$ cat src/rtl/fifo_ram_ctrl.sv
// Sequencer that turns a dual-port RAM into a synchronous FIFO: pointers,
// occupancy, level flags, read-valid strobe and sticky error flags.
module fifo_ram_ctrl #(
    parameter int ADDR_W    = 3,
    parameter int DEPTH     = 8,
    parameter int AFULL_TH  = 6,
    parameter int AEMPTY_TH = 2
) (
    input  logic              wclk,
    input  logic              wrst_n,
    input  logic              push,
    input  logic              pop,
    input  logic              flush,
    input  logic              clr_err,
    output logic              ram_we_a,
    output logic [ADDR_W-1:0] ram_addr_a,
    output logic              ram_re_b,
    output logic [ADDR_W-1:0] ram_addr_b,
    output logic              full,
    output logic              empty,
    output logic              almost_full,
    output logic              almost_empty,
    output logic [ADDR_W:0]   count,
    output logic              rd_valid,
    output logic              overflow,
    output logic              underflow
);

    localparam int CNT_W = ADDR_W + 1;
    localparam logic [CNT_W-1:0] DEPTH_C   = CNT_W'(DEPTH);
    localparam logic [CNT_W-1:0] AFULL_C   = CNT_W'(AFULL_TH);
    localparam logic [CNT_W-1:0] AEMPTY_C  = CNT_W'(AEMPTY_TH);
    localparam logic [CNT_W-1:0] CNT_ONE_C = CNT_W'(1);
    localparam logic [ADDR_W-1:0] PTR_ONE_C = ADDR_W'(1);

    logic [ADDR_W-1:0] wr_ptr_r;
    logic [ADDR_W-1:0] rd_ptr_r;
    logic [CNT_W-1:0]  count_r;
    logic              rd_valid_r;
    logic              overflow_r;
    logic              underflow_r;
    logic              push_acc_s;
    logic              pop_acc_s;
    logic              ovf_set_s;
    logic              udf_set_s;

    assign full         = (count_r == DEPTH_C);
    assign empty        = (count_r == {CNT_W{1'b0}});
    assign almost_full  = (count_r >= AFULL_C);
    assign almost_empty = (count_r <= AEMPTY_C);

    // Acceptance is gated by reset so the RAM enables read 0 while reset is held.
    assign pop_acc_s  = wrst_n & pop & ~empty & ~flush;
    assign push_acc_s = wrst_n & push & ~flush & (~full | pop_acc_s);
    assign ovf_set_s  = push & ~flush & full & ~pop_acc_s;
    assign udf_set_s  = pop & ~flush & empty;

    assign ram_we_a   = push_acc_s;
    assign ram_addr_a = wr_ptr_r;
    assign ram_re_b   = pop_acc_s;
    assign ram_addr_b = rd_ptr_r;
    assign count      = count_r;
    assign rd_valid   = rd_valid_r;
    assign overflow   = overflow_r;
    assign underflow  = underflow_r;

    // Pointer, occupancy and read-valid state; flush clears it synchronously.
    always_ff @(posedge wclk or negedge wrst_n) begin
        if (!wrst_n) begin
            wr_ptr_r   <= {ADDR_W{1'b0}};
            rd_ptr_r   <= {ADDR_W{1'b0}};
            count_r    <= {CNT_W{1'b0}};
            rd_valid_r <= 1'b0;
        end else if (flush) begin
            wr_ptr_r   <= {ADDR_W{1'b0}};
            rd_ptr_r   <= {ADDR_W{1'b0}};
            count_r    <= {CNT_W{1'b0}};
            rd_valid_r <= 1'b0;
        end else begin
            if (push_acc_s) begin
                wr_ptr_r <= wr_ptr_r + PTR_ONE_C;
            end
            if (pop_acc_s) begin
                rd_ptr_r <= rd_ptr_r + PTR_ONE_C;
            end
            case ({push_acc_s, pop_acc_s})
                2'b10:   count_r <= count_r + CNT_ONE_C;
                2'b01:   count_r <= count_r - CNT_ONE_C;
                default: count_r <= count_r;
            endcase
            rd_valid_r <= pop_acc_s;
        end
    end

    // Sticky error flags; a new error in the clearing cycle wins over clr_err.
    always_ff @(posedge wclk or negedge wrst_n) begin
        if (!wrst_n) begin
            overflow_r  <= 1'b0;
            underflow_r <= 1'b0;
        end else begin
            if (ovf_set_s) begin
                overflow_r <= 1'b1;
            end else if (clr_err) begin
                overflow_r <= 1'b0;
            end
            if (udf_set_s) begin
                underflow_r <= 1'b1;
            end else if (clr_err) begin
                underflow_r <= 1'b0;
            end
        end
    end

endmodule

$ cat config.mk
export PLATFORM = sky130hd
export DESIGN_NAME = fifo_ram_ctrl
export DESIGN_NICKNAME = d
export VERILOG_FILES = /design/src/rtl/fifo_ram_ctrl.sv
export SDC_FILE = /design/constraint.sdc
export NUM_CORES = 1
export LEC_CHECK = 0
export CORE_UTILIZATION = 40
export DETAILED_ROUTE_END_ITERATION = 8
export GPL_TIMING_DRIVEN = 0
export HOLD_SLACK_MARGIN = 0.05
export PLACE_DENSITY = 0.73
export SETUP_SLACK_MARGIN = 0.3
export SLEW_MARGIN = 20
export SYNTH_ARGS = -nofsm -noshare
export SYNTH_HDL_FRONTEND = slang
export SYNTH_SLANG_ARGS = --single-unit
$ cat constraint.sdc
create_clock -name wclk -period 2.3 [get_ports wclk]
set_clock_uncertainty 0.1 [all_clocks]
set_input_delay 0.345 -clock wclk [delete_from_list [all_inputs] [get_ports wclk]]
set_output_delay 0.345 -clock wclk [all_outputs]
set_load 0.1 [all_outputs]
==> results of run 1 <==
cells in the final DEF (no fill, tap or decap), types with 3 or more instances in the layout:
cell              n
nand2_1           3
dfrtp_4           4
buf_6             3
clkbuf_2          3
mux2i_1           3
buf_4            15
clkdlybuf4s50_1   4
clkdlybuf4s15_2   5
dlygate4sd2_1     6
clkbuf_4          3
o21ai_1           3
dfrtp_1           9
inv_1             3
nor2_1            5
ha_1              3
buf_12            4
path summary, 6_finish.rpt:
kind	cells past startpoint	slack, ns	endpoint	start
setup / recovery	8	-0.04	count[3]$_DFFE_PN0P_	count[0]$_DFFE_PN0P_
hold / removal	1	0.41	underflow$_DFFE_PN0P_	underflow$_DFFE_PN0P_
setup reg to reg	8	-0.04	count[3]$_DFFE_PN0P_	count[0]$_DFFE_PN0P_
hold reg to reg	1	0.41	underflow$_DFFE_PN0P_	underflow$_DFFE_PN0P_
max in group asynchronous	2	0.84	count[2]$_DFFE_PN0P_	wrst_n
min in group asynchronous	2	0.79	count[1]$_DFFE_PN0P_	wrst_n
per-layer routing:
metal | share of wire | vias to the layer above | GRT usage
met5 | 0 | - | 0
met4 | 0.0085 | 0 | 0.0686
met3 | 0.072 | 4 | 0.0231
met2 | 0.50 | 45 | 0.419
met1 | 0.42 | 404 | 0.285
li1 | - | 376 | -
kinds of logic (layout without fill, tap and decap cells):
kind of cell	count (synthesis)	count (layout)
compound gates	19	19
xor+xnor	3	3
fa+ha+maj	5	5
buf+inv	6	53
flops	13	13
mux	4	4
simple gates	26	26
cells in the mapped netlist:
cell type  count  area, um2
dfrtp_1       13        325
nor2_1         6       22.5
o21ai_0        5       25.0
ha_1           4       50.1
inv_1          4       15.0
a21oi_1        3       15.0
mux2i_1        3       30.0
nand2_1        3       11.3
nor3_1         3       15.0
a21o_1         2       15.0
a32o_1         2       20.0
nand3_1        2       10.0
nand4_1        2       12.5
nor2b_1        2       12.5
xor2_1         2       17.5
a211oi_1       1       7.51
a21boi_0       1       7.51
a311oi_1       1       8.76
a311oi_4       1       26.3
a41o_1         1       10.0
and3b_1        1       8.76
clkbuf_1       1       3.75
fa_1           1       20.0
inv_2          1       3.75
mux2_2         1       11.3
nand2b_1       1       6.26
nand3_2        1       10.0
nand3b_1       1       7.51
nor3b_2        1       12.5
nor4b_2        1       15.0
o311a_1        1       10.0
o311ai_1       1       8.76
or3_1          1       6.26
or4_4          1       11.3
xnor2_1        1       8.76
final cells by class:
type / count / share of cell area
Multi-Input combinational cell: 57 / 0.387
Tap cell: 25 / 0.0225
Clock buffer: 4 / 0.0189
Timing Repair Buffer: 43 / 0.306
Sequential cell: 13 / 0.245
Buffer: 1 / 0.00360
Inverter: 5 / 0.0171
where the power goes:
part	switching, mW	internal (mW)
logic	0.225	0.103
clock network	0.0776	0.0673
registers	0.0124	0.242
total	0.315	0.412
stage by stage:
step | std cells | hold slack, ns
2_1_floorplan | 76 | -0.0506
3_3_place_gp | 125 | 0.387
3_5_place_dp | 125 | 0.395
4_1_cts | 141 | 0.409
5_1_grt | 148 | 0.421
6_report | 148 | 0.411
repair_timing:
item | CTS | global route
hold endpoints to repair | 13 | 0
setup endpoints to repair | 26 | 14
hold buffers | 1 | 0
gates resized for setup | 78 | 16
pin swaps | 9 | 8
buffers inserted | 11 | 7
flip-flops by register name (all words and copies together) (netlist names):
register,cells
underflow,1
ram_addr_a,3
count,4
ram_addr_b,3
rd_valid,1
overflow,1
==> results.sh, run 1 <==
export IMPL_status="finished with violations"
export IMPL_violations="negative setup slack"
export IMPL_antennaDiodeCount=0
export IMPL_crit_family="simple AND/OR/NAND/NOR gates"
export IMPL_placed_cell_area_um2=1130
export IMPL_multi_input_area_um2=538
export IMPL_finalCritPeriodShare=1.02
export IMPL_grt_pass1_vias=754
export IMPL_num_nets_final=135
export IMPL_synthAdderAreaFrac=0.0875
export IMPL_endpoint_kind="flop"
export IMPL_postLayoutCellArea_um2=1390
export IMPL_crit_fanout=4
export IMPL_powerDensity_nw_per_um2=523
export IMPL_synthSimpleGateAreaFrac=0.202
export IMPL_critical_path_max_stage_delay_ns=0.58
export IMPL_drt_first_pass_iters=4
export IMPL_utilization=0.772
export IMPL_vias_per_cell=5.60
export IMPL_route_detailed_wl_per_inst_um=16.8
export IMPL_ys_seq_area_frac=0.406
export IMPL_cp_arrival_ns=2.38
export IMPL_muxShareOfSynthArea=0.0516
export IMPL_power_mw=0.727
export IMPL_row_count=15
export IMPL_synth_cells=76
export IMPL_htree_levels=1
export IMPL_crit_buf_inv=0
export IMPL_fp_dieH_um=46.7
export IMPL_synth_top_family_by_area="simple AND/OR/NAND/NOR gates"
export IMPL_drtIter0Drc=22
export IMPL_hp_class="reg2reg"
export IMPL_synth_compound_area_frac=0.192
export IMPL_power_leakage_nw=0.662
export IMPL_drv_cap=0
export IMPL_layout_drive_gt1_share=0.455
export IMPL_hpwl_um=1370
export IMPL_initial_core_util=0.444
export IMPL_synth_avg_cell_area_um2=10.5
export IMPL_setup_viol=2
export IMPL_clockRootBuffer="clkbuf_4"
export IMPL_io_pins=25
export IMPL_max_slew_margin=0.367
export IMPL_clk_latency_ns=0.28
export IMPL_drt_total_wl_um=2480
export IMPL_worstPathRequired_ns=2.34
export IMPL_critical_path_class="reg2reg"
export IMPL_grt_pass1_wl_um=3460
export IMPL_track_usage=0.230
export IMPL_grt_max_degree=14
export IMPL_cts_inserted_buffers=3
export IMPL_seq_area_um2=340
export IMPL_syn_nets=87
export IMPL_dieArea_um2=2180
export IMPL_place_congestion=0.710
export IMPL_drc=0
export IMPL_place_ws_ns=-1.36
export IMPL_yosysWarnings=0
export IMPL_vias=829
export IMPL_area_growth_pct=73.6
export IMPL_fin_tns_setup_ns=-0.0537
export IMPL_synth_xor_area_frac=0.0328
export IMPL_worst_pin_slew_ns=0.953
export IMPL_syn_area_um2=801
export IMPL_core_area_um2=1800
export IMPL_clk_path_buf_depth=2
export IMPL_cts_tree="done"
export IMPL_slowest_stage="or4_4"
export IMPL_clkSinkCount=13
export IMPL_final_min_clock_period_ns=2.34
export IMPL_ys_ff_latch=13
export IMPL_fillers=126
export IMPL_start_kind="flop"
export IMPL_hold_violations=0
export IMPL_synth_cell_type_count=35
export IMPL_ant_nets=0
export IMPL_path_clk_slew_ns=0.08
export IMPL_worstPathCellList="or4_4 > nand3_4 > nor3_4 > ha_4 > a21oi_4 > a21boi_1 > mux2i_1 > o311ai_1"
export IMPL_grt_overflow=0
export IMPL_port_buffers=24
export IMPL_peakVddDrop_uv=398
export IMPL_timing_fmax_mhz=427
export IMPL_chipWidth_um=46.7
export IMPL_maxSlewViolCount=0
export IMPL_antenna_found_initial=0
export IMPL_fin_ws_ns=-0.0404
export IMPL_rsz0062_at_grt="true"
(Power assumes the default switching activity.)
==> run 2: changes to the inputs <==
- CORE_MARGIN: not set -> 1.5
==> run 2 against run 1 <==
  * The run still ends with negative setup slack left
  * Cell count increased by 4.7%
  * Critical path depth is 3 lower
  * Via count increased by 1.2%
  * Largest power group unchanged
  * Highest routed layer unchanged
==> results.sh, run 2 (synthesized netlist as in run 1, its figures left out) <==
export IMPL_chipWidth_um=47.7
export IMPL_cts_tree="done"
export IMPL_power_mw=0.750
export IMPL_port_buffers=24
export IMPL_mostFrequentLayoutCells="buf_4 (21), dfrtp_1 (9), dlygate4sd2_1 (6)"
export IMPL_fillers=137
export IMPL_met3WireLength_um=83
export IMPL_hold_depth=1
export IMPL_row_count=16
export IMPL_path_clk_slew_ns=0.08
export IMPL_core_area_um2=1920
export IMPL_maxSlewViolCount=0
export IMPL_finalCritPeriodShare=1.01
export IMPL_clk_path_buf_depth=2
export IMPL_clkSinkCount=13
export IMPL_grt_pass1_vias=725
export IMPL_worstPathRequired_ns=1.86
export IMPL_place_congestion=0.741
export IMPL_hold_violations=0
export IMPL_final_min_clock_period_ns=2.32
export IMPL_layout_commonest_cell="buf_4"
export IMPL_drc=0
export IMPL_status="finished with violations"
export IMPL_instances_no_fill=155
export IMPL_ant_nets=0
export IMPL_htree_levels=1
export IMPL_fin_tns_setup_ns=-0.0175
export IMPL_setup_viol=1
export IMPL_crit_fanout=4
export IMPL_clk_latency_ns=0.27
export IMPL_io_pins=25
export IMPL_rsz0062_at_grt="true"
export IMPL_grt_max_degree=14
export IMPL_initial_core_util=0.417
export IMPL_layout_drive_gt1_share=0.508
export IMPL_power_leakage_nw=0.683
export IMPL_antenna_found_initial=0
export IMPL_clockRootBuffer="clkbuf_4"
export IMPL_dp_cells=127
export IMPL_powerDensity_nw_per_um2=522
export IMPL_peakVddDrop_uv=423
export IMPL_drv_cap=0
export IMPL_route_detailed_wl_per_inst_um=15.2
export IMPL_hold_slack_ns=0.399
export IMPL_num_nets_final=140
export IMPL_wl_met2_um=1230
export IMPL_largest_reg_flops=4
export IMPL_grt_overflow=0
export IMPL_timing_fmax_mhz=431
export IMPL_vias_per_cell=5.41
export IMPL_drtIter0Drc=16
export IMPL_dieArea_um2=2280
export IMPL_antennaDiodeCount=0
export IMPL_vias=839
export IMPL_wl_met1_um=1030
export IMPL_cts_inserted_buffers=3
export IMPL_max_slew_margin=0.363
export IMPL_violations="negative setup slack"
export IMPL_fp_dieH_um=47.7
export IMPL_cp_arrival_ns=1.87
export IMPL_track_usage=0.224
export IMPL_hpwl_um=1300
export IMPL_reg2reg_depth=7
export IMPL_place_ws_ns=-1.35
export IMPL_grt_pass1_wl_um=3460
export IMPL_drt_total_wl_um=2360
export IMPL_endpoint_kind="primary output"
export IMPL_top_layer="met4"
export IMPL_hp_class="reg2reg"
export IMPL_area_growth_pct=79.2
export IMPL_drt_first_pass_iters=4
export IMPL_critical_path_class="reg2out"
export IMPL_worst_pin_slew_ns=0.960
export IMPL_fin_ws_ns=-0.0175
export IMPL_start_kind="flop"
-- run 2: critical path, cell delays in order (launching register included) --
cell and delay, ns:
dfrtp_4 0.48, or4_4 0.58, buf_4 0.16, buf_4 0.14, inv_6 0.07, buf_12 0.17
-- run 2: stage by stage --
stage,utilization,cell area [um2]
after global routing,0.747,1440
after detailed placement,0.588,1130
final,0.747,1440
after CTS,0.709,1360
after global placement,0.588,1130
after floorplan,-,856
-- run 2: power breakdown --
part | internal (mW) | switching [mW] | total [mW]
Combinational | 0.122 | 0.231 | 0.353
Sequential | 0.242 | 0.0112 | 0.253
Clock | 0.0672 | 0.0766 | 0.144
Total | 0.431 | 0.319 | 0.750
-- run 2: area by class of cell --
type	instances	area, um2	share of cell area
flip-flops and latches	13	340	0.237
plain buffers	1	5.00	0.00349
multi-input cells	57	559	0.390
well taps	27	33.8	0.0235
repair buffers	48	447	0.311
clock buffers	4	26.3	0.0183
inverters	5	23.8	0.0166
-- run 2: repair_timing --
item                                   4_1_cts  5_1_grt
setup endpoints to repair                   26       15
hold buffers                                 1        0
pin swaps                                   10        9
resized for setup                           79       15
setup buffers                               16        7
endpoints found under the hold margin       13        0
-- run 2: per-layer routing --
| layer | vias to the layer above | track usage |
|---|---|---|
| met5 | - | 0 |
| met1 | 418 | 0.292 |
| li1 | 390 | - |
| met4 | 0 | 0.0973 |
| met3 | 2 | 0.0226 |
| met2 | 29 | 0.376 |
-- run 2: final timing paths --
check                           slack, ns                    end             startpoint
worst max-delay path                -0.02                  empty   count[1]$_DFFE_PN0P_
worst min-delay path                 0.40  underflow$_DFFE_PN0P_  underflow$_DFFE_PN0P_
worst max register to register       0.02   count[0]$_DFFE_PN0P_   count[1]$_DFFE_PN0P_
worst min register to register       0.40  underflow$_DFFE_PN0P_  underflow$_DFFE_PN0P_
max in group asynchronous            0.91   count[2]$_DFFE_PN0P_                 wrst_n
min in group asynchronous            0.75   overflow$_DFFE_PN0P_                 wrst_n
==> run 3: changes to the inputs <==
- CTS_CLUSTER_SIZE: not set -> 12
==> results of run 3 <==
Same layout as run 2: the final DEF is identical, and so are final timing and power.
